File: config.mk
export PLATFORM = sky130hd
export DESIGN_NAME = sensor_sample_scheduler
export DESIGN_NICKNAME = d
export VERILOG_FILES = /design/src/rtl/sensor_sched_pkg.sv /design/src/rtl/edge_timeout_monitor.sv /design/src/rtl/sensor_sample_scheduler.sv
export SDC_FILE = /design/constraint.sdc
export NUM_CORES = 1
export LEC_CHECK = 0
export CAP_MARGIN = 0
export CORE_MARGIN = 4
export CORE_UTILIZATION = 45
export CTS_CLUSTER_DIAMETER = 60
export DETAILED_ROUTE_END_ITERATION = 8
export MAX_ROUTING_LAYER = met4
export PLACE_DENSITY = 0.71
export SYNTH_ARGS = -nofsm -noshare
export SYNTH_HDL_FRONTEND = slang
export SYNTH_SLANG_ARGS = --single-unit
File: constraint.sdc
create_clock -name CLK -period 2.5 [get_ports CLK]
set_clock_uncertainty 0.05 [all_clocks]
set_input_delay 0.5 -clock CLK [delete_from_list [all_inputs] [get_ports CLK]]
set_output_delay 0.5 -clock CLK [all_outputs]
set_load 0.1 [all_outputs]
File: src/rtl/sensor_sched_pkg.sv
// Shared types, default timing constants and width helper for the sensor
// sample scheduler and its per-channel edge timeout monitors.
package sensor_sched_pkg;

   typedef enum logic [0:0] {
      IDLE = 1'b0,
      SEND = 1'b1
   } sched_state_t;

   localparam int unsigned SAMPLE_DIV_44K1 = 2267;
   localparam int unsigned TIMEOUT_DEFAULT = 65535;

   function automatic int unsigned chan_bits(input int unsigned n);
      return (n <= 1) ? 1 : $clog2(n);
   endfunction

endpackage

File: src/rtl/edge_timeout_monitor.sv
// One channel's oscillator-lost detector: saturating count of cycles since
// the last measured edge.
module edge_timeout_monitor
   import sensor_sched_pkg::*;
#(
   parameter int unsigned TIMEOUT_CYCLES = TIMEOUT_DEFAULT
) (
   input  logic clk_sys,
   input  logic rst_b,
   input  logic edge_flag,
   output logic lost
);

   localparam int unsigned CW = (TIMEOUT_CYCLES < 1) ? 1 : $clog2(TIMEOUT_CYCLES + 1);
   localparam logic [CW-1:0] CNT_MAX = CW'(TIMEOUT_CYCLES);

   logic [CW-1:0] cnt_q, cnt_d;

   // an edge in the saturating cycle still clears the count
   always_comb begin
      cnt_d = cnt_q;
      if (edge_flag) begin
         cnt_d = '0;
      end else if (cnt_q != CNT_MAX) begin
         cnt_d = cnt_q + CW'(1);
      end
   end

   always_ff @(posedge clk_sys or negedge rst_b) begin
      if (!rst_b) begin
         cnt_q <= '0;
      end else begin
         cnt_q <= cnt_d;
      end
   end

   assign lost = (cnt_q == CNT_MAX);

endmodule

File: src/rtl/sensor_sample_scheduler.sv
// Audio-rate snapshot and valid/ready streaming of frequency-meter durations.
// Optional SENSOR_SCHED_HOLD_LAST_EN: lost channels report their last good value.
//
// state | meaning
// IDLE  | waiting for the sample tick, no word offered
// SEND  | streaming shadow[idx] until the last channel is accepted
module sensor_sample_scheduler
   import sensor_sched_pkg::*;
#(
   parameter int unsigned CHANNELS       = 2,
   parameter int unsigned DATA_BITS      = 32,
   parameter int unsigned SAMPLE_DIV     = SAMPLE_DIV_44K1,
   parameter int unsigned TIMEOUT_CYCLES = TIMEOUT_DEFAULT,
   parameter int unsigned OVERRUN_BITS   = 16
) (
   input  logic                            CLK,
   input  logic                            RESETN,
   input  logic [CHANNELS-1:0]             EDGE_FLAG,
   input  logic [CHANNELS*DATA_BITS-1:0]   DURATION,
   output logic                            SAMPLE_VALID,
   input  logic                            SAMPLE_READY,
   output logic [chan_bits(CHANNELS)-1:0]  SAMPLE_CHANNEL,
   output logic [DATA_BITS-1:0]            SAMPLE_DATA,
   output logic                            SAMPLE_LOST,
   output logic                            SAMPLE_LAST,
   output logic [OVERRUN_BITS-1:0]         OVERRUN_COUNT
);

   localparam int unsigned CW = chan_bits(CHANNELS);
   localparam int unsigned TW = (SAMPLE_DIV < 1) ? 1 : $clog2(SAMPLE_DIV + 1);
   localparam logic [CW-1:0] LAST_IDX = CW'(CHANNELS - 1);
   localparam logic [TW-1:0] TICK_MAX = TW'(SAMPLE_DIV);
   localparam logic [0:0] ST_IDLE = IDLE;
   localparam logic [0:0] ST_SEND = SEND;

   logic [0:0]                      state_q, state_d;
   logic [CW-1:0]                   idx_q, idx_d;
   logic [TW-1:0]                   tick_cnt_q, tick_cnt_d;
   logic [CHANNELS*DATA_BITS-1:0]   shadow_data_q, shadow_data_d;
   logic [CHANNELS-1:0]             shadow_lost_q, shadow_lost_d;
   logic [OVERRUN_BITS-1:0]         overrun_q, overrun_d;
   logic [CHANNELS*DATA_BITS-1:0]   snap_data;
   logic [CHANNELS-1:0]             lost;
   logic                            tick;
   logic                            handshake;
   logic                            final_hs;
   logic                            capture;

   for (genvar g = 0; g < CHANNELS; g++) begin : g_mon
      edge_timeout_monitor #(
         .TIMEOUT_CYCLES (TIMEOUT_CYCLES)
      ) u_mon (
         .clk_sys   (CLK),
         .rst_b     (RESETN),
         .edge_flag (EDGE_FLAG[g]),
         .lost      (lost[g])
      );
   end

   assign tick = (tick_cnt_q == TICK_MAX);

   always_comb begin
      tick_cnt_d = tick ? '0 : tick_cnt_q + TW'(1);
   end

`ifdef SENSOR_SCHED_HOLD_LAST_EN
   logic [CHANNELS*DATA_BITS-1:0] last_good_q, last_good_d;

   always_comb begin
      snap_data   = DURATION;
      last_good_d = last_good_q;
      for (int i = 0; i < CHANNELS; i++) begin
         if (lost[i]) begin
            snap_data[i*DATA_BITS +: DATA_BITS] = last_good_q[i*DATA_BITS +: DATA_BITS];
         end else if (capture) begin
            last_good_d[i*DATA_BITS +: DATA_BITS] = DURATION[i*DATA_BITS +: DATA_BITS];
         end
      end
   end

   always_ff @(posedge CLK or negedge RESETN) begin
      if (!RESETN) begin
         last_good_q <= '0;
      end else begin
         last_good_q <= last_good_d;
      end
   end
`else
   always_comb begin
      snap_data = DURATION;
   end
`endif

   assign handshake = (state_q == ST_SEND) && SAMPLE_READY;
   assign final_hs  = handshake && (idx_q == LAST_IDX);

   always_comb begin
      state_d   = state_q;
      idx_d     = idx_q;
      overrun_d = overrun_q;
      capture   = 1'b0;
      case (state_q)
         ST_IDLE: begin
            if (tick) begin
               capture = 1'b1;
               state_d = ST_SEND;
               idx_d   = '0;
            end
         end
         ST_SEND: begin
            if (final_hs) begin
               idx_d = '0;
               // a tick on the closing handshake starts the next frame directly
               if (tick) begin
                  capture = 1'b1;
               end else begin
                  state_d = ST_IDLE;
               end
            end else if (handshake) begin
               idx_d = idx_q + CW'(1);
            end
            if (tick && !final_hs && (overrun_q != '1)) begin
               overrun_d = overrun_q + OVERRUN_BITS'(1);
            end
         end
         default: begin
            state_d = ST_IDLE;
            idx_d   = '0;
         end
      endcase
   end

   always_comb begin
      shadow_data_d = capture ? snap_data : shadow_data_q;
      shadow_lost_d = capture ? lost      : shadow_lost_q;
   end

   always_ff @(posedge CLK or negedge RESETN) begin
      if (!RESETN) begin
         state_q       <= ST_IDLE;
         idx_q         <= '0;
         tick_cnt_q    <= '0;
         shadow_data_q <= '0;
         shadow_lost_q <= '0;
         overrun_q     <= '0;
      end else begin
         state_q       <= state_d;
         idx_q         <= idx_d;
         tick_cnt_q    <= tick_cnt_d;
         shadow_data_q <= shadow_data_d;
         shadow_lost_q <= shadow_lost_d;
         overrun_q     <= overrun_d;
      end
   end

   assign SAMPLE_VALID   = (state_q == ST_SEND);
   assign SAMPLE_CHANNEL = idx_q;
   assign SAMPLE_DATA    = SAMPLE_VALID ? shadow_data_q[int'(idx_q)*DATA_BITS +: DATA_BITS] : '0;
   assign SAMPLE_LOST    = SAMPLE_VALID && shadow_lost_q[idx_q];
   assign SAMPLE_LAST    = SAMPLE_VALID && (idx_q == LAST_IDX);
   assign OVERRUN_COUNT  = overrun_q;

endmodule

==> run_results.csv, run 1 <==
group,metric,value,unit
status,run_status,"complete, no violations",
global_route,grt_max_degree,46,
setup_path,cp.buffers_inverters,2,
setup_path,rrSetupSlack,0.21,ns
setup_path,slowest_delay,0.62,ns
yosys,netlist.top_cell.by_area,"dfrtp_1",
placed_design,place_congestion,0.831,
yosys,synth_top_area_share,0.530,
yosys,synth_area,0.00605,mm2
yosys,synth.distinct_cells,40,
detailed_routing,drtPass1Iterations,4,
yosys,synthTopCellsByArea,"dfrtp_1 (53%), mux2_2 (7.1%), mux2i_1 (6.0%)",
clock_tree,clkTransAtPathRegs,0.05,ns
placed_design,post-place-cells,810,
floorplanning,rows,42,
layout,syn2layout_area_growth,43.8,%
placed_design,numPortBuffers,120,
sta,setup-tns-final,0,ns
yosys,synth_edf_count,0,
setup_path,end_kind,"output port",
yosys,async_flop_share,1.00,
clock_tree,cts_buffer_depth,2,
pwr,p_per_area,528,mW/mm2
clock_tree,cts_tree,"built",
pwr,fin_total_pwr,4.59,mW
sta,final.min_clock_period,2.34,ns
global_route,grt_usage,0.192,
sta,fmax,427,MHz
global_route,first_global_vias,4401,
setup_path,reg2reg_depth,5,
clock_tree,clock_latency,0.42,ns
clock_tree,cts_made_buffers,17,
setup_path,worstSetupPathType,"register to output port",
setup_path,crit_arrival,1.79,ns
setup_path,r2r-start,"OVERRUN_COUNT[9]",
yosys,seq_area_frac_synth,0.530,
layout,n_antenna_cell,0,
layout,final_util,0.660,
sta,slew_violations,0,
detailed_routing,vias,4319,
global_route,overflow,0,
yosys,synth_cells,522,
floorplanning,io_pins,121,
sta,setup_ws,0.158,ns
layout,final_cells,846,
detailed_routing,avgViaCountPerCell,5.11,
setup_path,cp.required,1.95,ns
global_route,antenna_found_initial,0,
layout,seqCellArea,0.00322,mm2
layout,n_fill_cell,983,
sta,period_share,0.937,
detailed_routing,wl_per_cell,16.3,um
detailed_routing,initialDrtViolationCount,258,
setup_path,cp_cell_sequence,"buf_4, nor2b_4, buf_12",
sta,rsz0062_at_grt,"false",
global_route,grt_pass1_wl,21900,um
setup_path,critPathLaunchType,"register",
placed_design,pre_cts_slack,0.0161,ns
clock_tree,post_cts_resized,0,
yosys,synth_nets,595,
sta,tightest_slew,0.783,ns
worst_hold_path,holdCritPathClass,"primary input to asynchronous set/reset pin",
yosys,ys.flop_type,"dfrtp_1",
clock_tree,cts_max_level,4,
sta,slew_headroom,0.470,
setup_path,cp_max_fo,21,
layout,drive_above_1_share,0.285,
clock_tree,root_buffer,"clkbuf_16",
detailed_routing,drt_wl_total,13800,um
clock_tree,cts.sinks,128,
floorplanning,core,0.0132,mm2
detailed_routing,drc,0,
yosys,ys_seq_elements,128,
yosys,syn_avg_cell_area,11.6,um2
placed_design,hpwl,9800,um
flow_run,max-cap-violations,0,
yosys,yosys_warnings,0,
detailed_routing,detail-route-antenna-nets,0,
sta,hold_viol,0,
floorplanning,start_util,0.459,
setup_path,cp_top_family,"flip-flops",
setup_path,crit_path_top_delay_cell,"dfrtp_2",
setup_path,r2r_end,"OVERRUN_COUNT[1]",
sta,finalSetupViolCount,0,
floorplanning,die_w,124,um
floorplanning,dieArea,0.0154,mm2
layout,num-nets-final,731,
pwr,p_leak,4.07,nW
floorplanning,die-height,124,um
pwr,max-vdd-ir-drop,0.459,mV
layout,multi_input_area,0.00295,mm2
## layout make-up
cell class                 count  share of cell area
inverter                       6             0.00259
timing repair buffer         141               0.200
clock inverter                 8              0.0104
multi-input combinational    364               0.339
sequential                   128               0.370
tap                          176              0.0253
clock buffer                  23              0.0526
## synthesized netlist by cell type, drive strengths merged, types with 13 or more instances
| cell | count |
|---|---|
| xor2 | 23 |
| nor2b | 35 |
| nand4 | 13 |
| xnor2 | 21 |
| mux2i | 36 |
| nand3 | 19 |
| mux2 | 66 |
| nor3 | 17 |
| dfrtp | 128 |
| nor2 | 50 |
| nand2 | 26 |
| clkbuf | 16 |
## where the power goes
part | leakage [nW] | internal, mW | switching (mW)
clock | 0.274 | 1.47 | 0.848
combinational | 2.06 | 0.109 | 0.0733
sequential | 1.74 | 2.08 | 0.00779
## logic make-up after synthesis
logic type      Yosys count  synth area share
compound gates           18            0.0197
xor+xnor                 44            0.0637
fa+ha+maj                 4           0.00828
buf+inv                  30            0.0211
flops                   128             0.530
mux                     102             0.182
simple gates            196             0.175
## layer usage
metal,up-vias,track usage,part of all wire
met2,97,0.304,0.49
met5,-,-,0
li1,2088,-,-
met4,0,0.0780,0.022
met1,2113,0.239,0.44
met3,21,0.0427,0.043
## state kept, by name, summed over array words and instances (netlist names)
name and flops:
shadow_lost_q 2, SAMPLE_CHANNEL 1, shadow_data_q 64, SAMPLE_VALID 1
g_mon.u_mon.cnt_q 32, OVERRUN_COUNT 16, tick_cnt_q 12
## how the worst max path moves through the flow
stage	end	start	cells after the start	slack, ns
detailed placement	OVERRUN_COUNT[7]	tick_cnt_q[2]	7	0.02
global placement	OVERRUN_COUNT[7]	tick_cnt_q[2]	7	0.09
global route	SAMPLE_DATA[19]	SAMPLE_VALID	3	0.05
finish	SAMPLE_DATA[19]	SAMPLE_VALID	3	0.16
floorplan	OVERRUN_COUNT[1]	OVERRUN_COUNT[5]	4	0.01
CTS	SAMPLE_DATA[16]	SAMPLE_CHANNEL	4	0.01
## cell usage in the layout, fill, tap and decap left out, types with 25 or more instances in the layout
cell and count:
nand2_1 25, mux2_1 28, buf_4 33, buf_12 41, mux2_2 38, clkdlybuf4s50_1 67
mux2i_1 36, dfrtp_1 115, nor2b_4 28, nor2_1 50
## what timing repair did
action                     in CTS  in global routing
setup endpoints to repair       0                 31
hold buffers                    0                  0
buffers inserted                0                  5
## stage by stage
| step | instance area, um2 | hold slack, ns |
|---|---|---|
| final | 8700 | 0.0355 |
| after global routing | 8700 | 0.0737 |
| after CTS | 8660 | 0.0438 |
| after detailed placement | 8110 | 0.418 |
| after global placement | 8110 | 0.416 |
| after floorplan | 6300 | 0.154 |
Note: power is estimated with default switching activity, not from simulation.
==> inputs of run 2 (changes only) <==
CAP_MARGIN = not set   (was 0)
PLACE_DENSITY = 0.7   (was 0.71)
SKIP_CTS_REPAIR_TIMING = 1   (was not set)
SYNTH_HIERARCHICAL = 1   (was not set)
==> run_results.csv, run 2 <==
group,metric,value,unit
yosys,yosys_warnings,6,
setup_path,cp_top_family,"flip-flops",
yosys,synth_nets,616,
setup_path,cp.buffers_inverters,2,
pwr,p_per_area,536,mW/mm2
yosys,synth_commonest_cells,"dfrtp_1 (128), nor2b_1 (44), mux2_4 (40), nor2_1 (40), mux2i_1 (35)",
pwr,max-vdd-ir-drop,0.436,mV
yosys,ys_seq_elements,128,
yosys,yosys.cell_count.top_type,"dfrtp_1",
floorplanning,die_w,129,um
clock_tree,cts_made_buffers,17,
detailed_routing,drt_wl_total,15500,um
detailed_routing,initialDrtViolationCount,224,
yosys,netlist.top_cell.by_area,"dfrtp_1",
sta,hold_viol,0,
detailed_routing,avgViaCountPerCell,5.48,
setup_path,worstSetupPathType,"register to output port",
detailed_routing,drc,0,
global_route,grt_usage,0.195,
yosys,seq_area_frac_synth,0.487,
clock_tree,clkTransAtPathRegs,0.06,ns
yosys,synthTopCellsByArea,"dfrtp_1 (49%), mux2_4 (9.1%), mux2i_1 (5.3%)",
clock_tree,root_buffer,"clkbuf_16",
clock_tree,cts_tree,"built",
global_route,first_global_vias,4864,
sta,slew_headroom,0.577,
layout,regMostFlops,"shadow_data_q",
yosys,synth_edf_count,0,
yosys,synth_cells,543,
global_route,overflow,0,
layout,syn2layout_area_growth,40.2,%
layout,stdcell_area,0.00923,mm2
yosys,synth.distinct_cells,54,
sta,rsz0062_at_grt,"false",
sta,slew_violations,0,
floorplanning,io_pins,121,
sta,period_share,0.931,
yosys,async_flop_share,1.00,
setup_path,end_kind,"output port",
setup_path,cp_max_fo,17,
global_route,grt_pass1_wl,24700,um
clock_tree,cts_buffer_depth,2,
clock_tree,cts.sinks,128,
layout,largest_reg_flops,64,
floorplanning,core,0.0141,mm2
clock_tree,cts_max_level,4,
setup_path,critPathLaunchType,"register",
yosys,ys.flop_type,"dfrtp_1",
floorplanning,rows,43,
layout,drive_above_1_share,0.335,
detailed_routing,drtPass1Iterations,4,
placed_design,hpwl,10900,um
setup_path,crit_arrival,1.78,ns
layout,layout_common_cells,"dfrtp_1 (124), clkdlybuf4s50_1 (67), buf_12 (41), nor2_1 (40), mux2_4 (40)",
placed_design,dpl_cell_area,0.00859,mm2
yosys,synth_top_area_share,0.487,
setup_path,cp_cell_sequence,"buf_12, mux2i_1, nor2b_4, buf_12",
detailed_routing,vias,4766,
placed_design,place_congestion,0.790,
status,run_status,"complete, no violations",
floorplanning,start_util,0.467,
sta,finalSetupViolCount,0,
flow_run,max-cap-violations,0,
yosys,syn_avg_cell_area,12.1,um2
setup_path,crit_top_cell,"buf_12",
layout,final_common_cell,"dfrtp_1",
pwr,p_leak,4.46,nW
clock_tree,clock_latency,0.42,ns
setup_path,crit_path_top_delay_cell,"dfrtp_2",
layout,n_antenna_cell,0,
sta,setup-tns-final,0,ns
worst_hold_path,holdCritPathClass,"primary input to asynchronous set/reset pin",
layout,num-nets-final,749,
setup_path,slowest_delay,0.54,ns
floorplanning,dieArea,0.0166,mm2
sta,tightest_slew,0.629,ns
sta,fmax,429,MHz
detailed_routing,detail-route-antenna-nets,0,
yosys,synth_area,0.00658,mm2
detailed_routing,wl_per_cell,17.9,um
global_route,antenna_found_initial,0,
layout,n_fill_cell,997,
setup_path,cp.required,1.95,ns
sta,final.min_clock_period,2.33,ns
floorplanning,die-height,129,um
global_route,grt_max_degree,50,
placed_design,numPortBuffers,120,
-- run 2: cell types whose count changed in the layout (fill, tap and decap cells not counted), moves of 9 or more --
cell | previous run | this run
dfrtp_1 | 115 | 124
nor2b_1 | 2 | 11
mux2_4 | 0 | 40
xnor2_1 | 21 | 5
nor2_1 | 50 | 40
mux2_2 | 38 | 29
mux2_1 | 28 | 7
-- run 2: area by class of cell --
type / instances / area [um2] / share of cell area
tap: 180 / 225 / 0.0244
timing repair buffer: 136 / 1700 / 0.184
sequential: 128 / 3210 / 0.348
clock buffer: 19 / 453 / 0.0491
inverter: 6 / 22.5 / 0.00244
multi-input combinational: 387 / 3440 / 0.372
clock inverter: 13 / 185 / 0.0201
-- run 2: cells by family (layout without fill, tap and decap cells) --
| family | Yosys count | in the layout | synth area share |
|---|---|---|---|
| and+or+nand+nor | 210 | 210 | 0.197 |
| muxes | 111 | 111 | 0.206 |
| xor gates and xnor gates | 23 | 23 | 0.0306 |
| DFF | 128 | 128 | 0.487 |
| buffers and inverters | 28 | 174 | 0.0264 |
| AOI/OAI and AO/OA | 39 | 39 | 0.0454 |
| adders and majority gates | 4 | 4 | 0.00760 |
-- run 2: metal layers --
metal / vias to the layer above / part of all wire / global-route usage
met2: 131 / 0.48 / 0.303
met5: - / 0 / -
met1: 2395 / 0.46 / 0.259
met3: 12 / 0.052 / 0.0386
met4: 0 / 0.011 / 0.0611
li1: 2228 / - / -
-- run 2: path summary, 6_finish.rpt --
path / from / to / slack, ns / cells after the start
hold reg to reg: tick_cnt_q[0] / tick_cnt_q[0] / 0.41 / 1
hold / removal: RESETN / OVERRUN_COUNT[13] / 0.03 / 1
setup / recovery: SAMPLE_CHANNEL / SAMPLE_DATA[14] / 0.17 / 4
max in group asynchronous: RESETN / g_mon[1].u_mon/cnt_q[5] / 1.64 / 2
setup reg to reg: tick_cnt_q[0] / shadow_data_q[56] / 0.25 / 6
min in group CLK: tick_cnt_q[0] / tick_cnt_q[0] / 0.41 / 1
-- run 2: metrics by stage --
stage | std cells | hold WS [ns] | util | total power, mW | setup slack (ns)
floorplan | 543 | 0.154 | - | 2.16 | 0.0289
global placement | 837 | 0.385 | 0.610 | 2.33 | 0.198
detailed placement | 837 | 0.394 | 0.610 | 2.33 | 0.0428
CTS | 869 | 0.0454 | 0.655 | 4.99 | 0.145
global route | 869 | 0.0665 | 0.655 | 5.11 | 0.0790
finish | 869 | 0.0298 | 0.655 | 4.95 | 0.171
-- run 2: report_power, final --
part           switching [mW]  internal [mW]
Clock                   0.934           1.72
Combinational          0.0846          0.118
Sequential            0.00983           2.08
Total                    1.03           3.92
==> inputs of run 3 (changes only) <==
SLEW_MARGIN = 20   (was not set)
==> results of run 3 <==
No change in the layout: final DEF, timing and power equal those of run 2.
